--- config.mk ---
export PLATFORM = sky130hd
export DESIGN_NAME = fetch_ctrl
export DESIGN_NICKNAME = d
export VERILOG_FILES = /design/src/rtl/fetch_pkg.sv /design/src/rtl/fetch_ctrl_npc_sel.sv /design/src/rtl/fetch_ctrl.sv
export SDC_FILE = /design/constraint.sdc
export NUM_CORES = 1
export LEC_CHECK = 0
export BUFFER_PORTS_ARGS = -buffer_cell sky130_fd_sc_hd__buf_4
export CAP_MARGIN = 20
export CELL_PAD_IN_SITES_DETAIL_PLACEMENT = 0
export CELL_PAD_IN_SITES_GLOBAL_PLACEMENT = 1
export CORE_ASPECT_RATIO = 0.5
export CORE_MARGIN = 8
export CORE_UTILIZATION = 29
export CTS_CLUSTER_DIAMETER = 30
export CTS_CLUSTER_SIZE = 40
export DETAILED_ROUTE_END_ITERATION = 12
export PLACE_DENSITY = 0.87
export SLEW_MARGIN = 20
export SYNTH_ARGS = -nofsm -noshare
export SYNTH_HDL_FRONTEND = slang
export SYNTH_SLANG_ARGS = --single-unit
--- constraint.sdc ---
create_clock -name clk -period 2 [get_ports clk]
set_input_delay 0.1 -clock clk [delete_from_list [all_inputs] [get_ports clk]]
set_output_delay 0.1 -clock clk [all_outputs]
set_load 0.02 [all_outputs]
--- src/rtl/fetch_pkg.sv ---
// Shared definitions for the instruction fetch stage.
//   PC_W             : program-counter width
//   DEFAULT_RESET_PC : PC loaded on reset unless overridden
//   PC_INC           : sequential PC increment (one 32-bit instruction)
//   fetch_state_e    : fetch FSM state encoding
//   is_misaligned    : true when a PC is not word aligned
package fetch_pkg;

  localparam int PC_W = 32;
  localparam logic [PC_W-1:0] DEFAULT_RESET_PC = 32'h0000_3000;
  localparam logic [PC_W-1:0] PC_INC = 32'd4;

  typedef enum logic [1:0] {
    BOOT  = 2'd0,
    FETCH = 2'd1,
    HOLD  = 2'd2,
    ERR   = 2'd3
  } fetch_state_e;

  function automatic logic is_misaligned(input logic [PC_W-1:0] pc);
    return pc[1:0] != 2'b00;
  endfunction

endpackage

--- src/rtl/fetch_ctrl_npc_sel.sv ---
// Next-PC priority mux for the fetch stage.
// Priority: jr, then jal, then taken branch, then sequential.
// Optional build macro: PC_ALIGN_CHECK_EN -- when defined, align_fault_o
// flags a selected npc whose low two bits are non-zero; otherwise it is 0.
// Ports:
//   jr_op_i / jr_target_i          : jr/jalr in D and its forwarded target
//   jal_op_i / jump_target_i       : jal/j in D and its target
//   branch_taken_i / branch_target_i : taken branch in D and its target
//   seq_pc_i                       : sequential PC (pcF + 4)
//   npc_o                          : selected next PC
//   align_fault_o                  : selected npc is not word aligned
module npc_sel
  import fetch_pkg::*;
(
  input  logic            jr_op_i,
  input  logic [PC_W-1:0] jr_target_i,
  input  logic            jal_op_i,
  input  logic [PC_W-1:0] jump_target_i,
  input  logic            branch_taken_i,
  input  logic [PC_W-1:0] branch_target_i,
  input  logic [PC_W-1:0] seq_pc_i,
  output logic [PC_W-1:0] npc_o,
  output logic            align_fault_o
);

  always_comb begin
    if (jr_op_i) begin
      npc_o = jr_target_i;
    end else if (jal_op_i) begin
      npc_o = jump_target_i;
    end else if (branch_taken_i) begin
      npc_o = branch_target_i;
    end else begin
      npc_o = seq_pc_i;
    end
  end

`ifdef PC_ALIGN_CHECK_EN
  assign align_fault_o = is_misaligned(npc_o);
`else
  assign align_fault_o = 1'b0;
`endif

endmodule

--- src/rtl/fetch_ctrl.sv ---
// Fetch-stage sequencer: owns the PC, requests instructions from memory
// with a request/ready handshake, picks the next PC and reacts to stalls.
// Optional build macro: PC_ALIGN_CHECK_EN (misaligned next-PC -> ERR).
//
// Handshake: imemReq is high in every FETCH cycle with imemAddr = pcF.
// An instruction is accepted in the cycle where imemReq && imemReady &&
// !stallF; that cycle raises fetchDoneF combinationally and the PC
// advances at the following edge. imemReady is ignored whenever imemReq
// is low.
//
// Ports:
//   clk, reset        : rising-edge clock, synchronous active-low reset
//   stallF            : hazard freeze of F/D
//   pcSrcD/pcBranchD  : taken branch and target
//   jalOp/pcJumpD     : jal/j and target
//   jrOp/rd1D         : jr/jalr and forwarded rs target
//   imemReq/imemAddr  : instruction-memory request and address
//   imemReady         : memory data valid this cycle
//   fetchDoneF        : instruction accepted this cycle
//   pcF/pcPlus4F      : current fetch PC and pcF + 4
//   fetchErr          : sticky timeout / alignment error
//   stallCnt          : saturating count of non-advancing cycles
//   dbgState          : current FSM state (fetch_state_e encoding)
module fetch_ctrl
  import fetch_pkg::*;
#(
  parameter logic [PC_W-1:0] RESET_PC = DEFAULT_RESET_PC,
  parameter int              TIMEOUT  = 16,
  parameter int              CNT_W    = 16
) (
  input  logic             clk,
  input  logic             reset,
  input  logic             stallF,
  input  logic             pcSrcD,
  input  logic [PC_W-1:0]  pcBranchD,
  input  logic             jalOp,
  input  logic [PC_W-1:0]  pcJumpD,
  input  logic             jrOp,
  input  logic [PC_W-1:0]  rd1D,
  output logic             imemReq,
  output logic [PC_W-1:0]  imemAddr,
  input  logic             imemReady,
  output logic             fetchDoneF,
  output logic [PC_W-1:0]  pcF,
  output logic [PC_W-1:0]  pcPlus4F,
  output logic             fetchErr,
  output logic [CNT_W-1:0] stallCnt,
  output logic [1:0]       dbgState
);

  // One spare bit so TIMEOUT values that are powers of two still fit.
  localparam int WC_W = $clog2(TIMEOUT + 1);
  localparam logic [WC_W-1:0] WAIT_LAST = WC_W'(TIMEOUT - 1);

  fetch_state_e     state_q, state_d;
  logic [PC_W-1:0]  pc_q, pc_d;
  logic [WC_W-1:0]  wait_q, wait_d;
  logic             err_q, err_d;
  logic [CNT_W-1:0] stall_q, stall_d;

  logic [PC_W-1:0]  npc;
  logic             align_fault;
  logic             in_fetch;
  logic             advance;
  logic             no_progress;

  npc_sel u_npc_sel (
    .jr_op_i         (jrOp),
    .jr_target_i     (rd1D),
    .jal_op_i        (jalOp),
    .jump_target_i   (pcJumpD),
    .branch_taken_i  (pcSrcD),
    .branch_target_i (pcBranchD),
    .seq_pc_i        (pcPlus4F),
    .npc_o           (npc),
    .align_fault_o   (align_fault)
  );

  assign in_fetch    = (state_q == FETCH);
  assign advance     = in_fetch && imemReady && !stallF;
  assign no_progress = (in_fetch && !advance) || (state_q == HOLD);

  always_comb begin
    state_d = state_q;
    pc_d    = pc_q;
    wait_d  = wait_q;
    err_d   = err_q;
    stall_d = stall_q;

    case (state_q)
      BOOT: state_d = FETCH;
      FETCH: begin
        if (advance) begin
          wait_d = '0;
          // The completing instruction is still delivered; only the bad
          // target is refused.
          if (align_fault) begin
            state_d = ERR;
            err_d   = 1'b1;
          end else begin
            pc_d = npc;
          end
        end else if (imemReady) begin
          // Data arrived while frozen: drop it and refetch after HOLD.
          state_d = HOLD;
          wait_d  = '0;
        end else if (wait_q == WAIT_LAST) begin
          state_d = ERR;
          err_d   = 1'b1;
        end else begin
          wait_d = wait_q + 1'b1;
        end
      end
      HOLD: begin
        if (!stallF) state_d = FETCH;
      end
      ERR: state_d = ERR;
      default: state_d = BOOT;
    endcase

    if (no_progress && (stall_q != {CNT_W{1'b1}})) begin
      stall_d = stall_q + 1'b1;
    end
  end

  always_ff @(posedge clk) begin
    if (!reset) begin
      state_q <= BOOT;
      pc_q    <= RESET_PC;
      wait_q  <= '0;
      err_q   <= 1'b0;
      stall_q <= '0;
    end else begin
      state_q <= state_d;
      pc_q    <= pc_d;
      wait_q  <= wait_d;
      err_q   <= err_d;
      stall_q <= stall_d;
    end
  end

  assign imemReq    = in_fetch;
  assign imemAddr   = pc_q;
  assign fetchDoneF = advance;
  assign pcF        = pc_q;
  assign pcPlus4F   = pc_q + PC_INC;
  assign fetchErr   = err_q;
  assign stallCnt   = stall_q;
  assign dbgState   = state_q;

endmodule

==> results of run 1 <==
-- kinds of logic after synthesis --
kind of cell,count (synthesis),synth area share [%]
multiplexers,9,2.08
adder cells (fa/ha/maj),4,1.15
AO/OA/AOI/OAI,155,25.1
buffers and inverters,89,10.8
flip-flops,56,25.9
XOR/XNOR,34,6.87
AND/OR/NAND/NOR,229,28.1
-- final timing paths --
path / start / to / cells after the start / slack (ns)
setup / recovery: imemAddr[3] / pcPlus4F[29] / 7 / -0.05
hold / removal: pcJumpD[11] / imemAddr[11] / 3 / 0.07
hold reg to reg: fetchErr / fetchErr / 1 / 0.47
setup reg to reg: imemAddr[13] / imemAddr[26] / 6 / 0.09
-- placed cells by master, fill, tap and decap left out, types with 15 or more instances in the layout --
cell type / instances
xnor2_1: 18
nor2_1: 44
nand3_1: 24
inv_1: 15
dfxtp_1: 37
a21oi_1: 28
dfxtp_2: 17
nor3_1: 17
buf_4: 286
o21ai_0: 22
nand2_1: 50
-- worst max-delay path: stages, from the launching register on --
cell,delay [ns]
dfxtp_2,0.34
buf_6,0.10
nand4_1,0.23
nor4_4,0.39
buf_4,0.20
nand3_4,0.08
xnor2_2,0.17
buf_6,0.14
-- timing repair --
action                                  in CTS  in global routing
setup buffers                                4                 12
hold endpoints to repair                     1                  0
resized for setup                           27                 36
pin swaps                                    3                 15
hold buffers                                 1                  0
endpoints found under the setup margin      13                 21
-- registers in the layout (all words and copies together), names as in the netlist --
register,flops
imemAddr,32
fetchErr,1
dbgState,2
wait_q,5
stallCnt,16
-- cells in the mapped netlist, types with 2 or more instances --
library cell	number	area [µm²]
nand2b_1	10	62.6
buf_4	34	255
o31a_1	2	17.5
a221oi_1	6	52.6
buf_1	5	18.8
o31ai_1	7	52.6
nor3b_1	2	15.0
a21oi_1	28	140
or4_1	4	30.0
o21a_1	3	22.5
a211oi_1	9	67.6
a21o_1	2	15.0
inv_1	15	56.3
dfxtp_1	56	1120
or3_1	4	25.0
nor4_2	3	37.5
buf_2	6	30.0
nor3_1	20	100
a221o_1	8	80.1
clkbuf_1	27	101
nor2_1	45	169
ha_1	4	50.1
nand4_1	11	68.8
a31oi_1	13	81.3
a22oi_1	9	67.6
nor2b_1	4	25.0
xnor2_1	22	193
inv_2	2	7.51
and4_1	7	61.3
nand3b_1	3	22.5
nand3_1	33	165
and2_1	5	31.3
o211ai_1	11	82.6
o221ai_1	9	78.8
a21boi_0	2	15.0
o2111ai_1	2	17.5
o22ai_1	7	43.8
o21ai_0	22	110
and3_1	8	50.1
o41ai_1	2	17.5
xor2_1	12	105
nor4_1	8	50.1
nand2_1	53	199
mux2i_1	9	90.1
-- stage by stage --
step	utilization [%]	cell area [µm²]	hold slack [ns]
finish	46.9	6820	0.0698
global route	46.9	6820	0.0806
CTS	45.4	6610	0.0664
detailed placement	43.2	6290	0.314
global placement	43.2	6290	0.311
floorplan	-	4360	0.192
-- final cells by class --
| class | count | area, µm² |
|---|---|---|
| Clock buffer | 6 | 129 |
| Tap cell | 198 | 248 |
| Clock inverter | 2 | 35.0 |
| Sequential cell | 56 | 1150 |
| Fill cell | 1420 | 7720 |
| Timing Repair Buffer | 293 | 2230 |
| Inverter | 17 | 66.3 |
| Multi-Input combinational cell | 431 | 2960 |
-- routing by layer --
layer | track usage, % | routed length (µm) | up-vias
met5 | 0 | 0 | -
met4 | 6.75 | 542 | 0
met3 | 3.85 | 1210 | 37
met2 | 33.0 | 9660 | 214
met1 | 20.6 | 7660 | 2562
li1 | - | - | 2566
-- power by group through the flow --
stage	logic (mW)	registers [mW]	clock network, mW
after floorplan	0.381	1.27	0
after global placement	0.841	1.21	0
after detailed placement	0.849	1.21	0
after CTS	0.856	1.19	1.04
after global routing	0.930	1.20	1.09
final	0.871	1.19	1.03
==> qor.csv, run 1 <==
metric;value;unit
status;complete, but fails checks;
violations;setup timing;
cts-root-buf;clkbuf_16;
vias;5379;
required;1.90;ns
rows;31;
min_period;2.05;ns
maxCapViolCount;0;
skew;0.00908;ns
yosysSeqAreaShare;25.9;%
fin_tns_setup;-0.0983;ns
tightest_slew;0.649;ns
clk_pin_slew;0.08;ns
die_area;19400;µm²
p_int;2.15;mW
grt_max_degree;37;
cts_tree;yes;
num-nets-final;911;
clock-sinks;56;
clk_latency;0.30;ns
die_h;102;µm
p_seq_share;38.6;%
worstSetupEndpointType;output port;
hold_path_class;input pin to flop;
syn_area;4340;µm²
synthCells;576;
drt_first_pass_iters;7;
area_growth;57.3;%
async_flop_share;0;%
cts_max_level;2;
swShare;30.5;%
power.total;3.09;mW
antenna-diode-count;0;
start_kind;flop;
die_w;189;µm
p_sw;944;µW
wl;19.1;mm
post-place-cells;978;
yosysWarnings;0;
core;14500;µm²
clockBufferDepth;2;
start_util;29.8;%
worst_slack;-0.0468;ns
hold_violations;0;
fin_cells;1003;
ioPinCount;220;
drive_above_1_share;44.7;%
grt_pass1_vias;5372;
grt_antenna_before_repair;0;
grt_usage;18.0;%
ir_drop;0.297;mV
power_frac_clock;33.3;%
cp_max_fo;4;
numCtsBuffers;5;
ys_types;66;
synth_nets;683;
avgSynthCellArea;7.53;µm²
critPathKind;flop to output port;
grt_pass1_wl;28.3;mm
io_buffers;219;
grt_setup_unrepaired;yes;
finalCritPeriodShare;102;%
via_per_inst;5.36;
antenna_left;0;
p_comb_share;28.1;%
setup_violations;4;
synth_top_flop_cell;dfxtp_1;
hpwl;14.6;mm
power_density;454;nW/µm²
wl_per_cell;19.0;µm
slew_viol_final;0;
initialDrtViolationCount;392;
drc_errors;0;
pre_cts_ws;-0.0457;ns
place.gp.congestion;0.899;
maxSlewHeadroom;56.6;%
synth-seq-cells;56;
power.leakage;3.05;nW
critical_path_arrival;1.95;ns
fmax;489;MHz
gr-total-overflow;0;
synth_edf_count;0;
No activity file was read; power rests on OpenSTA's default activity.
==> run 2, diff against run 1 <==
--- a/config.mk
+++ b/config.mk
@@ -12,6 +12,7 @@
 export CORE_ASPECT_RATIO = 0.5
 export CORE_MARGIN = 8
 export CORE_UTILIZATION = 29
+export CTS_BUF_LIST = sky130_fd_sc_hd__clkbuf_2
 export CTS_CLUSTER_DIAMETER = 30
 export CTS_CLUSTER_SIZE = 40
 export DETAILED_ROUTE_END_ITERATION = 12
==> qor.csv, run 2 (synthesis gave the netlist of run 1 again) <==
metric;value;unit
slowest_delay;0.44;ns
layout_commonest_cell;buf_4;
status;complete, but fails checks;
start_kind;flop;
power.leakage;3.62;nW
final_area;7890;µm²
n_fill_cell;1234;
min_period;2.33;ns
crit_path_top_delay_cell;dfxtp_4;
finalCritPeriodShare;117;%
postPlaceCellArea;6290;µm²
crit_path_cell_trace;and3_1 > nand4_1 > nor4_4 > buf_4 > xor2_1 > buf_4;
num-nets-final;995;
io_buffers;219;
slew_viol_final;0;
rows;31;
required;1.90;ns
maxSlewHeadroom;55.8;%
vias;5986;
critPathKind;flop to output port;
critPathBufInv;2;
grt_setup_unrepaired;yes;
die_h;102;µm
drt_first_pass_iters;5;
drive_above_1_share;48.6;%
violations;setup timing;
start_util;29.8;%
cts-root-buf;clkbuf_2;
cts_tree;yes;
hold_path_class;input pin to flop;
hpwl;14.6;mm
initialDrtViolationCount;472;
fmax;429;MHz
setup_violations;24;
via_per_inst;5.50;
maxCapViolCount;0;
clk_pin_slew;0.32;ns
power_density;359;nW/µm²
antenna_left;0;
ioPinCount;220;
crit_path_frequent_cell;buf_4;
hold_violations;0;
wl;21.8;mm
clock-sinks;56;
post-place-cells;978;
worstSetupEndpointType;output port;
clockBufferDepth;2;
cts_max_level;2;
tightest_slew;0.660;ns
worst_slack;-0.332;ns
drc_errors;0;
place.gp.congestion;0.899;
numCtsBuffers;5;
skew;0.0596;ns
final_cell_mix;buf_4, dlygate4sd3_1, nand2_1, nor2_1, dfxtp_1;
cp_max_fo;3;
gr-total-overflow;0;
critical_path_arrival;2.23;ns
wl_per_cell;20.0;µm
grt_pass1_wl;30.7;mm
ir_drop;0.209;mV
grt_antenna_before_repair;2;
core;14500;µm²
grt_pass1_vias;5924;
grt_max_degree;37;
die_w;189;µm
fin_cells;1089;
die_area;19400;µm²
grt_usage;19.5;%
area_growth;82.0;%
largest_reg_flops;32;
clk_latency;0.52;ns
crit_family;simple AND/OR/NAND/NOR gates;
run 2: cell count changes in the layout (fill, tap and decap cells not counted), moves of 7 or more:
cell           before  now
dfxtp_4             2   12
buf_6               5   25
xnor2_2             4   13
buf_4             286  301
dfxtp_1            37   30
xnor2_1            18    8
dlygate4sd3_1       1   49
run 2: cell type report:
type	instances	area, µm²	share of cell area, %
inverter	17	68.8	0.872
multi-input combinational	431	3250	41.2
clock buffer	6	30.0	0.381
timing repair buffer	377	3070	38.9
tap	198	248	3.14
clock inverter	2	35.0	0.444
sequential	56	1180	15.0
antenna	2	5.00	0.0634
run 2: stage by stage:
stage | hold WS [ns] | utilization [%] | setup TNS, ns | setup slack (ns) | total power, mW
floorplan | 0.192 | - | -0.0331 | -0.0331 | 1.65
global placement | 0.311 | 43.2 | 0 | 0.0181 | 2.05
detailed placement | 0.314 | 43.2 | -0.0457 | -0.0457 | 2.06
CTS | 0.00299 | 50.7 | -2.86 | -0.263 | 2.76
global route | 0.00148 | 54.2 | -6.62 | -0.407 | 2.94
finish | 0.00969 | 54.2 | -4.53 | -0.332 | 2.83
run 2: final timing paths:
check                       to     startpoint  slack (ns)  cells after the start
hold / removal    imemAddr[29]  pcBranchD[29]        0.01                      4
hold reg to reg      wait_q[3]      wait_q[3]        0.49                      2
setup reg to reg  imemAddr[26]    imemAddr[9]       -0.01                      7
setup / recovery  pcPlus4F[28]   imemAddr[15]       -0.33                      6
run 2: per-layer routing:
metal	routed length [µm]	vias to the layer above	track usage, %
met3	1420	81	3.92
met2	11000	296	35.5
li1	-	2738	-
met4	1030	0	9.73
met1	8300	2871	21.8
met5	0	-	0
run 2: worst min-delay path: cells and delay by family:
| kind | cells | cell delay (ns) |
|---|---|---|
| compound gates | 3 | 0.33 |
| buf+inv | 1 | 0.08 |
run 2: timing repair:
item | CTS | global route
pin swaps | 30 | 32
hold endpoints to repair | 32 | 2
setup endpoints to repair | 30 | 29
hold buffers | 47 | 2
buffers inserted | 29 | 27
resized for setup | 85 | 68
run 2: power breakdown:
part | internal, mW | switching (mW) | leakage [nW]
Sequential | 1.15 | 0.0450 | 0.468
Combinational | 0.495 | 0.514 | 3.11
Clock | 0.214 | 0.413 | 0.0430
Total | 1.86 | 0.972 | 3.62
